`src/rtl/key_debounce_pkg.sv`:
```
// Shared definitions for the touch-key conditioning block: arbiter state
// encoding and default debounce timing for a 25 MHz clock.
package key_pkg;

    localparam logic [2:0] KEY_ST_IDLE  = 3'd0;
    localparam logic [2:0] KEY_ST_UP    = 3'd1;
    localparam logic [2:0] KEY_ST_DOWN  = 3'd2;
    localparam logic [2:0] KEY_ST_LEFT  = 3'd3;
    localparam logic [2:0] KEY_ST_RIGHT = 3'd4;

    // 20 ms at 25 MHz, and the narrowest counter that can reach it
    localparam int KEY_DEBOUNCE_CYCLES = 500000;
    localparam int KEY_CNT_W           = 19;

    typedef enum logic [2:0] {
        ST_IDLE  = KEY_ST_IDLE,
        ST_UP    = KEY_ST_UP,
        ST_DOWN  = KEY_ST_DOWN,
        ST_LEFT  = KEY_ST_LEFT,
        ST_RIGHT = KEY_ST_RIGHT
    } key_state_e;

endpackage

```
`src/rtl/key_debounce_if.sv`:
```
// Bundle of the four raw pad inputs and the conditioned direction levels.
// The pad side drives the raw levels, the debouncer drives the clean ones.
interface key_debounce_if;

    logic KEY_up_raw;
    logic KEY_down_raw;
    logic KEY_left_raw;
    logic KEY_right_raw;
    logic KEY_up;
    logic KEY_down;
    logic KEY_left;
    logic KEY_right;
    logic KEY_busy;

    modport master (
        output KEY_up_raw, KEY_down_raw, KEY_left_raw, KEY_right_raw,
        input  KEY_up, KEY_down, KEY_left, KEY_right, KEY_busy
    );

    modport slave (
        input  KEY_up_raw, KEY_down_raw, KEY_left_raw, KEY_right_raw,
        output KEY_up, KEY_down, KEY_left, KEY_right, KEY_busy
    );

endinterface

```
`src/rtl/key_debounce_ch.sv`:
```
// One key channel: two-flop synchroniser, stability counter that flips the
// clean level only after DEBOUNCE_CYCLES consecutive mismatching samples,
// and a one-cycle rise flag for the arbiter.
module key_debounce_ch
    import key_pkg::*;
#(
    parameter int DEBOUNCE_CYCLES = KEY_DEBOUNCE_CYCLES,
    parameter int CNT_W           = KEY_CNT_W
) (
    input  logic clk,
    input  logic rst_n,
    input  logic raw,
    output logic clean,
    output logic rise
);

    localparam logic [CNT_W-1:0] CNT_LAST = CNT_W'(DEBOUNCE_CYCLES - 1);

    logic             s1;
    logic             s2;
    logic             prev;
    logic [CNT_W-1:0] cnt;

    // Synchronise, then count consecutive disagreements; any agreeing sample restarts the window
    always_ff @(posedge clk) begin
        if (!rst_n) begin
            s1    <= 1'b0;
            s2    <= 1'b0;
            prev  <= 1'b0;
            clean <= 1'b0;
            cnt   <= '0;
        end else begin
            s1   <= raw;
            s2   <= s1;
            prev <= clean;
            if (s2 == clean) begin
                cnt <= '0;
            end else if (cnt == CNT_LAST) begin
                clean <= s2;
                cnt   <= '0;
            end else begin
                cnt <= cnt + CNT_W'(1);
            end
        end
    end

    assign rise = clean & ~prev;

endmodule

```
`src/rtl/key_debounce.sv`:
```
// Four debounced touch keys feeding a single-winner arbiter. Only a fresh
// debounced press can claim the outputs, and the winner keeps them until its
// own key is released; everything else in the meantime is ignored.
module key_debounce
    import key_pkg::*;
#(
    parameter int DEBOUNCE_CYCLES = KEY_DEBOUNCE_CYCLES,
    parameter int CNT_W           = KEY_CNT_W
) (
    input  logic           KEY_clk,
    input  logic           KEY_rst_n,
    key_debounce_if.slave  keys
);

    // Bit order everywhere below: 0 = up, 1 = down, 2 = left, 3 = right
    logic [3:0] raw;
    logic [3:0] clean;
    logic [3:0] rise;
    logic [3:0] dir_q;
    logic       busy_q;
    key_state_e state;
    key_state_e next_state;

    assign raw = {keys.KEY_right_raw, keys.KEY_left_raw, keys.KEY_down_raw, keys.KEY_up_raw};

    for (genvar i = 0; i < 4; i++) begin : gen_ch
        key_debounce_ch #(
            .DEBOUNCE_CYCLES (DEBOUNCE_CYCLES),
            .CNT_W           (CNT_W)
        ) u_ch (
            .clk   (KEY_clk),
            .rst_n (KEY_rst_n),
            .raw   (raw[i]),
            .clean (clean[i]),
            .rise  (rise[i])
        );
    end

    // Pick the next holder: fixed priority among fresh rises, or release when the holder's key drops
    always_comb begin
        next_state = state;
        case (state)
            ST_IDLE: begin
                if (rise[0])      next_state = ST_UP;
                else if (rise[1]) next_state = ST_DOWN;
                else if (rise[2]) next_state = ST_LEFT;
                else if (rise[3]) next_state = ST_RIGHT;
            end
            ST_UP:    if (!clean[0]) next_state = ST_IDLE;
            ST_DOWN:  if (!clean[1]) next_state = ST_IDLE;
            ST_LEFT:  if (!clean[2]) next_state = ST_IDLE;
            ST_RIGHT: if (!clean[3]) next_state = ST_IDLE;
            default:  next_state = ST_IDLE;
        endcase
    end

    // Register the state together with its output decode so outputs change on the same edge as the state
    always_ff @(posedge KEY_clk) begin
        if (!KEY_rst_n) begin
            state  <= ST_IDLE;
            dir_q  <= 4'b0000;
            busy_q <= 1'b0;
        end else begin
            state  <= next_state;
            dir_q  <= {next_state == ST_RIGHT, next_state == ST_LEFT,
                       next_state == ST_DOWN,  next_state == ST_UP};
            busy_q <= (next_state != ST_IDLE);
        end
    end

    assign keys.KEY_up    = dir_q[0];
    assign keys.KEY_down  = dir_q[1];
    assign keys.KEY_left  = dir_q[2];
    assign keys.KEY_right = dir_q[3];
    assign keys.KEY_busy  = busy_q;

endmodule
```
`src/flat_wrapper.sv`:
```
// flat-port wrapper written by rule: the top's interface ports become plain ports
module key_debounce_flat import key_pkg::*;
#(
    parameter int DEBOUNCE_CYCLES = KEY_DEBOUNCE_CYCLES,
    parameter int CNT_W           = KEY_CNT_W
)
  (KEY_clk, KEY_rst_n, keys_KEY_up_raw, keys_KEY_down_raw, keys_KEY_left_raw, keys_KEY_right_raw, keys_KEY_up, keys_KEY_down, keys_KEY_left, keys_KEY_right, keys_KEY_busy);
  key_debounce_if keys_i ();
  input  logic KEY_clk;
  input  logic KEY_rst_n;
  input wire logic [$bits(keys_i.KEY_up_raw)-1:0] keys_KEY_up_raw;
  input wire logic [$bits(keys_i.KEY_down_raw)-1:0] keys_KEY_down_raw;
  input wire logic [$bits(keys_i.KEY_left_raw)-1:0] keys_KEY_left_raw;
  input wire logic [$bits(keys_i.KEY_right_raw)-1:0] keys_KEY_right_raw;
  output wire logic [$bits(keys_i.KEY_up)-1:0] keys_KEY_up;
  output wire logic [$bits(keys_i.KEY_down)-1:0] keys_KEY_down;
  output wire logic [$bits(keys_i.KEY_left)-1:0] keys_KEY_left;
  output wire logic [$bits(keys_i.KEY_right)-1:0] keys_KEY_right;
  output wire logic [$bits(keys_i.KEY_busy)-1:0] keys_KEY_busy;
  assign keys_i.KEY_up_raw = keys_KEY_up_raw;
  assign keys_i.KEY_down_raw = keys_KEY_down_raw;
  assign keys_i.KEY_left_raw = keys_KEY_left_raw;
  assign keys_i.KEY_right_raw = keys_KEY_right_raw;
  assign keys_KEY_up = keys_i.KEY_up;
  assign keys_KEY_down = keys_i.KEY_down;
  assign keys_KEY_left = keys_i.KEY_left;
  assign keys_KEY_right = keys_i.KEY_right;
  assign keys_KEY_busy = keys_i.KEY_busy;
  key_debounce #(.DEBOUNCE_CYCLES(DEBOUNCE_CYCLES), .CNT_W(CNT_W)) u_core (.KEY_clk(KEY_clk), .KEY_rst_n(KEY_rst_n), .keys(keys_i));
endmodule
```
`config.mk`:
```
export PLATFORM = sky130hd
export DESIGN_NAME = key_debounce_flat
export DESIGN_NICKNAME = d
export VERILOG_FILES = /design/src/rtl/key_debounce_pkg.sv /design/src/rtl/key_debounce_if.sv /design/src/rtl/key_debounce_ch.sv /design/src/rtl/key_debounce.sv /design/src/flat_wrapper.sv
export SDC_FILE = /design/constraint.sdc
export NUM_CORES = 1
export LEC_CHECK = 0
export CAP_MARGIN = 10
export CORE_UTILIZATION = 65
export DETAILED_ROUTE_END_ITERATION = 10
export PLACE_DENSITY = 0.83
export SYNTH_ARGS = -nofsm -noshare
export SYNTH_HDL_FRONTEND = slang
export SYNTH_HIERARCHICAL = 1
export SYNTH_SLANG_ARGS = --single-unit
```
`constraint.sdc`:
```
create_clock -name KEY_clk -period 2.75 [get_ports KEY_clk]
set_input_delay 0.55 -clock KEY_clk [delete_from_list [all_inputs] [get_ports KEY_clk]]
set_output_delay 0.55 -clock KEY_clk [all_outputs]
set_load 0.1 [all_outputs]
```
After elaboration in Yosys (flattened, before gate mapping)
Index checks and enable logic that the tools add are counted.
{ "classes": {"addsub": 4, "n_eq_ne": 16, "mux": 9, "n_bitwise": 13, "reduce_logical": 10} }
{ "ops": {"columns": ["cell", "count"], "rows": [
  ["$add 19x1->19 const B", 4],
  ["$eq 19x19->1 const B", 4],
  ["$mux 3", 8],
  ["$pmux 3 s5", 1],
  ["$eq 3x2->1 const B", 4],
  ["$reduce_or 3->1", 4],
  ["$not 1->1", 9],
  ["$reduce_and 2->1", 4],
  ["$eq 3x1->1 const B", 2],
  ["$eq 3x3->1 const B", 2],
  ["$and 1x1->1", 4],
  ["$eq 1x1->1", 4],
  ["$logic_not 3->1", 1],
  ["$reduce_bool 3->1", 1]
]} }
{ "totals": {"regBits": 100, "input_bits": 6, "wordCells": 75} }

Depth between registers and ports, before layout
Gate-level depths: netlist of run 1.
{ "logic_depth": {"word_depth": 8, "mapped_depth": 6} }

Cells and area by module
Netlist of run 1, hierarchy kept.
{ "by_module_without_submodules": {"columns": ["module", "instances", "cells_per_inst", "area_per_inst_um2", "seq_area_each_um2"], "rows": [
  ["key_debounce_ch", 4, 110, 999.7, 460.4],
  ["key_debounce", 1, 34, 329.1, 160.2]
]} }

Worst setup path before layout of run 1
No wires, ideal clock.
{ "synth_path": {"path_type": "register to register", "startpoint": "register u_core.gen_ch[0].u_ch.cnt[0]", "endpoint": "register u_core.gen_ch[0].u_ch.cnt[10]", "setup_time_ns": 0.115, "arrival_time_ns": 1.697, "required_ns": 2.635, "setup_slack_ns": 0.939, "path_stages_with_launch": 7, "cell_sequence": "dfxtp_1 > ha_1 > nand3_2 > or4_4 > o31ai_4 > buf_6 > nor2_1"} }
{ "synth_via": {"elab_chain_len": 2} }
{ "synth_lines": {"columns": ["element", "line_no", "text"], "rows": [
  ["start: declaration", "key_debounce_ch.sv:22", "logic [CNT_W-1:0] cnt;"],
  ["start signal: assignment", "key_debounce_ch.sv:42", "cnt <= cnt + CNT_W'(1);"],
  ["parallel branches: the longest is 2 deep, another holds $add 19x1->19", null, null]
]} }
Parallel ways; which one is timed is not known.
A chain may end at the register's enable or synchronous reset.

Worst setup path after layout of run 1
{ "layout_path": {"startpoint": "register u_core.gen_ch[0].u_ch.cnt[0]", "endpoint": "register u_core.gen_ch[0].u_ch.cnt[9]"} }
Same word-level chain as after synthesis.

==> results.json, run 1 <==
{
  "drive_gt1_share_pct": 10.1,
  "final_max_slew_viol_count": 0,
  "synth_most_common_cell": "dfxtp_1",
  "drt-initial-drc-count": 146,
  "cap_violations": 0,
  "gp_congestion": 0.781,
  "post-dp-hpwl_microns": 5260,
  "power_density_nw_per_um2": 539,
  "fin_util_pct": 73.7,
  "finalSetupViolations": 0,
  "multiInputGateArea_sq_um": 2180,
  "syn_nets": 484,
  "ys.flop_type": "dfxtp_1",
  "leakagePower_nw": 1.42,
  "finalClockSkew_ns": 0.00863,
  "die-area_sq_um": 6990,
  "clkTransAtPathRegs_ns": 0.09,
  "tightestPinTransition_ns": 0.778,
  "r2r-start": "u_core/gen_ch[0].u_ch/cnt[0]",
  "antenna_cells": 0,
  "initial_core_util_pct": 67.8,
  "viasPerCell": 5.90,
  "drcViolationCount": 0,
  "avgSynthCellArea_sq_um": 9.13,
  "io-pin-count": 11,
  "rrSetupSlack_ns": 0.55,
  "detail_route.wirelength_microns": 7880,
  "die_h_microns": 83.6,
  "synth_edf_count": 0,
  "grt_max_degree": 20,
  "clk-insertion-delay-late_ns": 0.37,
  "grt_pass1_wl_microns": 13400,
  "wl_per_cell_microns": 13.7,
  "worstHoldPathCells": 1,
  "clock-sinks": 100,
  "fmax_ghz": 0.455,
  "nNetsFinal": 502,
  "yosysSeqAreaShare_pct": 46.3,
  "fp.coreArea_sq_um": 6390,
  "async_reset_ff_share_pct": 0,
  "final-seq-area_sq_um": 2000,
  "io_buffers": 10,
  "clockBufferDepth": 2,
  "hold_violations": 0,
  "max_slew_margin_pct": 48.2,
  "rr_endpoint": "u_core/gen_ch[0].u_ch/cnt[9]",
  "period_needed_ns": 2.20,
  "numCtsBuffers": 9,
  "htree_levels": 3,
  "hold_path.class": "flop to flop",
  "rows": 29,
  "netlist_area_sq_um": 4330,
  "rsz0062_at_grt": "false",
  "syn_inst": 474,
  "vias": 3385,
  "dp_slack_ns": 0.577,
  "netlist.area_leader.share_pct": 46.3,
  "ys_types": 38,
  "crit_path_end_kind": "flop",
  "cts_tree": "built",
  "finalPower_mw": 2.54,
  "root_buffer": "clkbuf_8",
  "fill_cells": 494,
  "whs_endpoint": "u_core/gen_ch[0].u_ch/s2",
  "post_cts_resized": 0,
  "critPathArrivalTime_ns": 2.42,
  "final.setup.tns_ns": 0,
  "antenna_found_initial": 0,
  "antenna_left": 0,
  "gr-total-overflow": 0,
  "run_status": "completed",
  "r2r.worst_path.cells": 5,
  "syn2layout_area_growth_pct": 8.79,
  "holdBufCountCts": 0,
  "synthTopCellsByArea": "dfxtp_1 (46%), xnor2_1 (8.9%), nor2_1 (6.2%)",
  "first_pass_iters": 4,
  "synthTopCellsByCount": "dfxtp_1 (100), nor2_1 (72), xnor2_1 (44)",
  "grt_pass1_vias": 3074,
  "hp-start": "u_core/gen_ch[0].u_ch/s1",
  "critPathLaunchType": "flop",
  "irDropWorstVdd_uv": 553,
  "cts_setup_buffers": 0,
  "worstSetupPathType": "flop to flop",
  "grt.total_usage_pct": 23.5,
  "yosysTopAreaCell": "dfxtp_1",
  "ys_ff_latch": 100,
  "dieWidth_microns": 83.6,
  "yosysWarnings": 6,
  "required_ns": 2.98,
  "cp-startpoint": "u_core/gen_ch[0].u_ch/cnt[0]",
  "setup_ws_ns": 0.554,
  "finalCritPeriodShare_pct": 79.9,
  "crit_fanout": 19
}
report_power, final:
group          internal, mW  switching [mW]
clock                 0.565           0.482
sequential             1.45         0.00397
combinational        0.0152          0.0185
total                  2.03           0.505
cells in the final DEF (no fill, tap or decap), types with 2 or more instances in the layout:
cell             instances
nand4_1                 28
bufinv_16                2
xnor2_1                 44
nand2_1                 29
xor2_1                  12
o31ai_1                  4
clkdlybuf4s50_1          5
nand3_2                  4
o31ai_4                  4
or3b_1                   4
or2_4                    4
dfxtp_1                100
and3_2                   4
mux2i_1                  5
or4_1                    4
a21oi_1                 16
inv_1                   26
nor2_1                  72
buf_4                    6
nor3_1                  22
ha_1                     4
or4_4                    4
a31o_2                   4
and2_1                  12
clkbuf_8                11
nor4_1                  20
o41ai_1                  4
nor2b_1                  7
nand3_1                 21
area by class of cell:
class                      count  share of cell area, %
clock buffer                  11                   3.22
clock inverter                 5                   1.75
inverter                      26                   2.07
multi-input combinational    344                   46.4
sequential                   100                   42.5
tap                           77                   2.05
timing repair buffer          11                   2.02
registers in the layout, summed over array words and instances (netlist names):
| signal | flops |
|---|---|
| u_core/gen_ch.u_ch/s2 | 4 |
| u_core/gen_ch.u_ch/prev | 4 |
| u_core/state | 3 |
| u_core/gen_ch.u_ch/cnt | 76 |
| u_core/gen_ch.u_ch/clean | 4 |
| u_core/dir_q | 4 |
| u_core/keys.KEY_busy | 1 |
| u_core/gen_ch.u_ch/s1 | 4 |
critical path, stage by stage, from the launching register on:
cell and delay (ns):
dfxtp_1 0.39, ha_1 0.24, nand3_2 0.18, or4_4 0.48, o31ai_4 0.65, nor2_1 0.12
through the flow:
stage                     instance area [sq um]  hold WS, ns  std cells
after floorplan                            4330        0.412        474
after global placement                     4470        0.414        558
after detailed placement                   4470        0.420        558
after CTS                                  4710        0.439        574
after global routing                       4710        0.452        574
final                                      4710        0.437        574
how the worst max path moves through the flow:
stage,slack (ns),to
floorplan,0.94,u_core/gen_ch[0].u_ch/cnt[10]
global placement,0.64,u_core/gen_ch[0].u_ch/cnt[16]
detailed placement,0.58,u_core/gen_ch[0].u_ch/cnt[9]
CTS,0.56,u_core/gen_ch[0].u_ch/cnt[9]
global route,0.44,u_core/gen_ch[1].u_ch/cnt[16]
finish,0.55,u_core/gen_ch[0].u_ch/cnt[9]
per-layer routing:
metal  global-route usage [%]  vias to the layer above  part of all wire [%]
met3                     8.11                        9                   4.3
li1                         -                     1699                     -
met4                     7.24                        0                   1.3
met1                     29.2                     1603                    47
met5                        0                        -                     0
met2                     38.5                       74                    47
cells by family (layout without fill, tap and decap cells):
family | Yosys count | count (layout) | share of synthesized area [%]
buffers and inverters | 30 | 53 | 3.30
AOI/OAI and AO/OA | 39 | 39 | 7.37
xor gates and xnor gates | 56 | 56 | 11.3
and+or+nand+nor | 240 | 240 | 29.4
muxes | 5 | 5 | 1.16
adders and majority gates | 4 | 4 | 1.16
DFF | 100 | 100 | 46.3
Note: power is estimated with default switching activity, not from simulation.
==> run 2, diff against run 1 <==
- CORE_UTILIZATION: 65 -> 55
- PLACE_DENSITY: 0.83 -> 0.75
- clock period: 2.75 -> 2 ns (I/O delays scaled with it)
==> run 2 against run 1 <==
Compared with the run above: setup slack worse by 0.37 ns; worst hold slack better by 0.0040 ns; routed wire length down 4.6%; first-iteration DRC count down 34%; combinational power up 66%; cell count up 7.3%; sequential power up 37%; non-clock buffer count up 23; largest cell class unchanged; global-route usage down 3.8 points.
==> results.json, run 2 (same netlist as run 1, synthesis figures left out) <==
{
  "run_status": "completed",
  "crit_chain": "nand4_1, nor4_1, or3b_1, a21oi_1",
  "finalClockSkew_ns": 0.00567,
  "initial_core_util_pct": 58.1,
  "grt.met3_usage_pct": 4.46,
  "nNetsFinal": 525,
  "pwr-share-seq_pct": 59.7,
  "rr_endpoint": "u_core/gen_ch[3].u_ch/cnt[17]",
  "crit_fanout": 5,
  "fmax_ghz": 0.552,
  "root_buffer": "clkbuf_8",
  "crit_buf_inv": 0,
  "io_buffers": 10,
  "r2r.worst_path.cells": 4,
  "grt_pass1_wl_microns": 13300,
  "syn2layout_area_growth_pct": 13.3,
  "post-dp-hpwl_microns": 5250,
  "fp.coreArea_sq_um": 7450,
  "grt.total_usage_pct": 19.7,
  "critPathLaunchType": "flop",
  "critPathMaxStageDelay_ns": 0.50,
  "io-pin-count": 11,
  "grt.busiest_layer": "met2",
  "clkTransAtPathRegs_ns": 0.08,
  "numCtsBuffers": 9,
  "hold_violations": 0,
  "final_cell_mix": "dfxtp_1 (100), nor2_1 (72), xnor2_1 (44), nand2_1 (29), nand4_1 (28)",
  "final-seq-area_sq_um": 2000,
  "gr-total-overflow": 0,
  "period_needed_ns": 1.81,
  "worstHoldPathCells": 1,
  "finalSetupViolations": 0,
  "detail_route.wirelength_microns": 7520,
  "rows": 31,
  "drt-initial-drc-count": 96,
  "required_ns": 2.29,
  "comb_power_share_pct": 1.7,
  "pwr-share-clk_pct": 38.7,
  "largest_reg_flops": 76,
  "intPower_mw": 2.71,
  "crit_family": "simple AND/OR/NAND/NOR gates",
  "clock-sinks": 100,
  "htree_levels": 3,
  "power_switching_mw": 0.648,
  "whs_ns": 0.441,
  "post_cts_resized": 0,
  "gp_congestion": 0.853,
  "switching_share_pct": 19.3,
  "multiInputGateArea_sq_um": 2180,
  "rsz0062_at_grt": "false",
  "crit_path_end_kind": "flop",
  "critPathArrivalTime_ns": 2.10,
  "final.setup.tns_ns": 0,
  "irDropWorstVdd_uv": 425,
  "drive_gt1_share_pct": 13.3,
  "max_slew_margin_pct": 71.5,
  "dieWidth_microns": 90.7,
  "cts_tree": "built",
  "r2r-start": "u_core/gen_ch[3].u_ch/cnt[2]",
  "place_inst": 603,
  "finalCritPeriodShare_pct": 90.6,
  "die-area_sq_um": 8230,
  "grt_pass1_vias": 3070,
  "top_register": "u_core/gen_ch.u_ch/cnt",
  "crit_cells": 4,
  "grt_use_met1_pct": 25.5,
  "dp_slack_ns": 0.242,
  "vias": 3333,
  "hp-start": "u_core/gen_ch[1].u_ch/s1",
  "worstSetupPathType": "flop to flop",
  "leakagePower_nw": 1.51,
  "clk-insertion-delay-late_ns": 0.36,
  "holdBufCountCts": 0,
  "rrSetupSlack_ns": 0.19,
  "grt_max_degree": 27,
  "crit_slowest_cell": "nor4_1",
  "wl_per_cell_microns": 12.2,
  "whs_endpoint": "u_core/gen_ch[1].u_ch/s2",
  "tightestPinTransition_ns": 0.423,
  "cap_violations": 0,
  "fin_cells": 616,
  "viasPerCell": 5.41,
  "met2_usage_pct": 31.3,
  "final_max_slew_viol_count": 0,
  "fill_cells": 636,
  "antenna_cells": 0,
  "antenna_found_initial": 0,
  "setup_ws_ns": 0.189,
  "power_density_nw_per_um2": 685,
  "layout_commonest_cell": "dfxtp_1",
  "first_pass_iters": 4,
  "hold_path.class": "flop to flop",
  "clockBufferDepth": 2,
  "cts_setup_buffers": 0,
  "antenna_left": 0,
  "die_h_microns": 90.7,
  "drcViolationCount": 0
}
==> run 2: worst max-delay path by stage <==
stage                                       from                             to  slack, ns
floorplan           u_core/gen_ch[0].u_ch/cnt[0]  u_core/gen_ch[0].u_ch/cnt[10]       0.19
global placement    u_core/gen_ch[3].u_ch/cnt[0]   u_core/gen_ch[3].u_ch/cnt[7]       0.30
detailed placement  u_core/gen_ch[3].u_ch/cnt[2]  u_core/gen_ch[3].u_ch/cnt[13]       0.24
CTS                 u_core/gen_ch[3].u_ch/cnt[2]  u_core/gen_ch[3].u_ch/cnt[17]       0.21
global route        u_core/gen_ch[3].u_ch/cnt[2]  u_core/gen_ch[3].u_ch/cnt[17]       0.02
finish              u_core/gen_ch[3].u_ch/cnt[2]  u_core/gen_ch[3].u_ch/cnt[17]       0.19
==> run 2: area by class of cell <==
type,count,share of cell area [%]
multi-input cells,344,44.5
repair buffers,34,6.22
inverters,26,1.99
clock buffers,10,2.60
well taps,99,2.53
clock inverters,3,1.33
flip-flops and latches,100,40.8
==> run 2: metal layers <==
layer  vias to the layer above  share of wire [%]
met5                         -                  0
met4                         0                2.0
met3                        13                3.4
met2                        54                 45
met1                      1527                 50
li1                       1739                  -
==> run 2: through the flow <==
step / utilization, % / instance area, sq um / total power [mW]
floorplan: - / 4330 / 2.08
global placement: 63.3 / 4710 / 2.11
detailed placement: 63.3 / 4710 / 2.11
CTS: 65.9 / 4900 / 3.41
global route: 65.9 / 4900 / 3.48
finish: 65.9 / 4900 / 3.36
==> run 2: power groups by stage <==
| stage | combinational, mW | sequential [mW] | clock (mW) |
|---|---|---|---|
| floorplan | 0.0276 | 2.05 | 0 |
| finish | 0.0561 | 2.00 | 1.30 |
| global placement | 0.0563 | 2.05 | 0 |
| CTS | 0.0572 | 2.00 | 1.35 |
| detailed placement | 0.0569 | 2.05 | 0 |
| global route | 0.0622 | 2.01 | 1.42 |
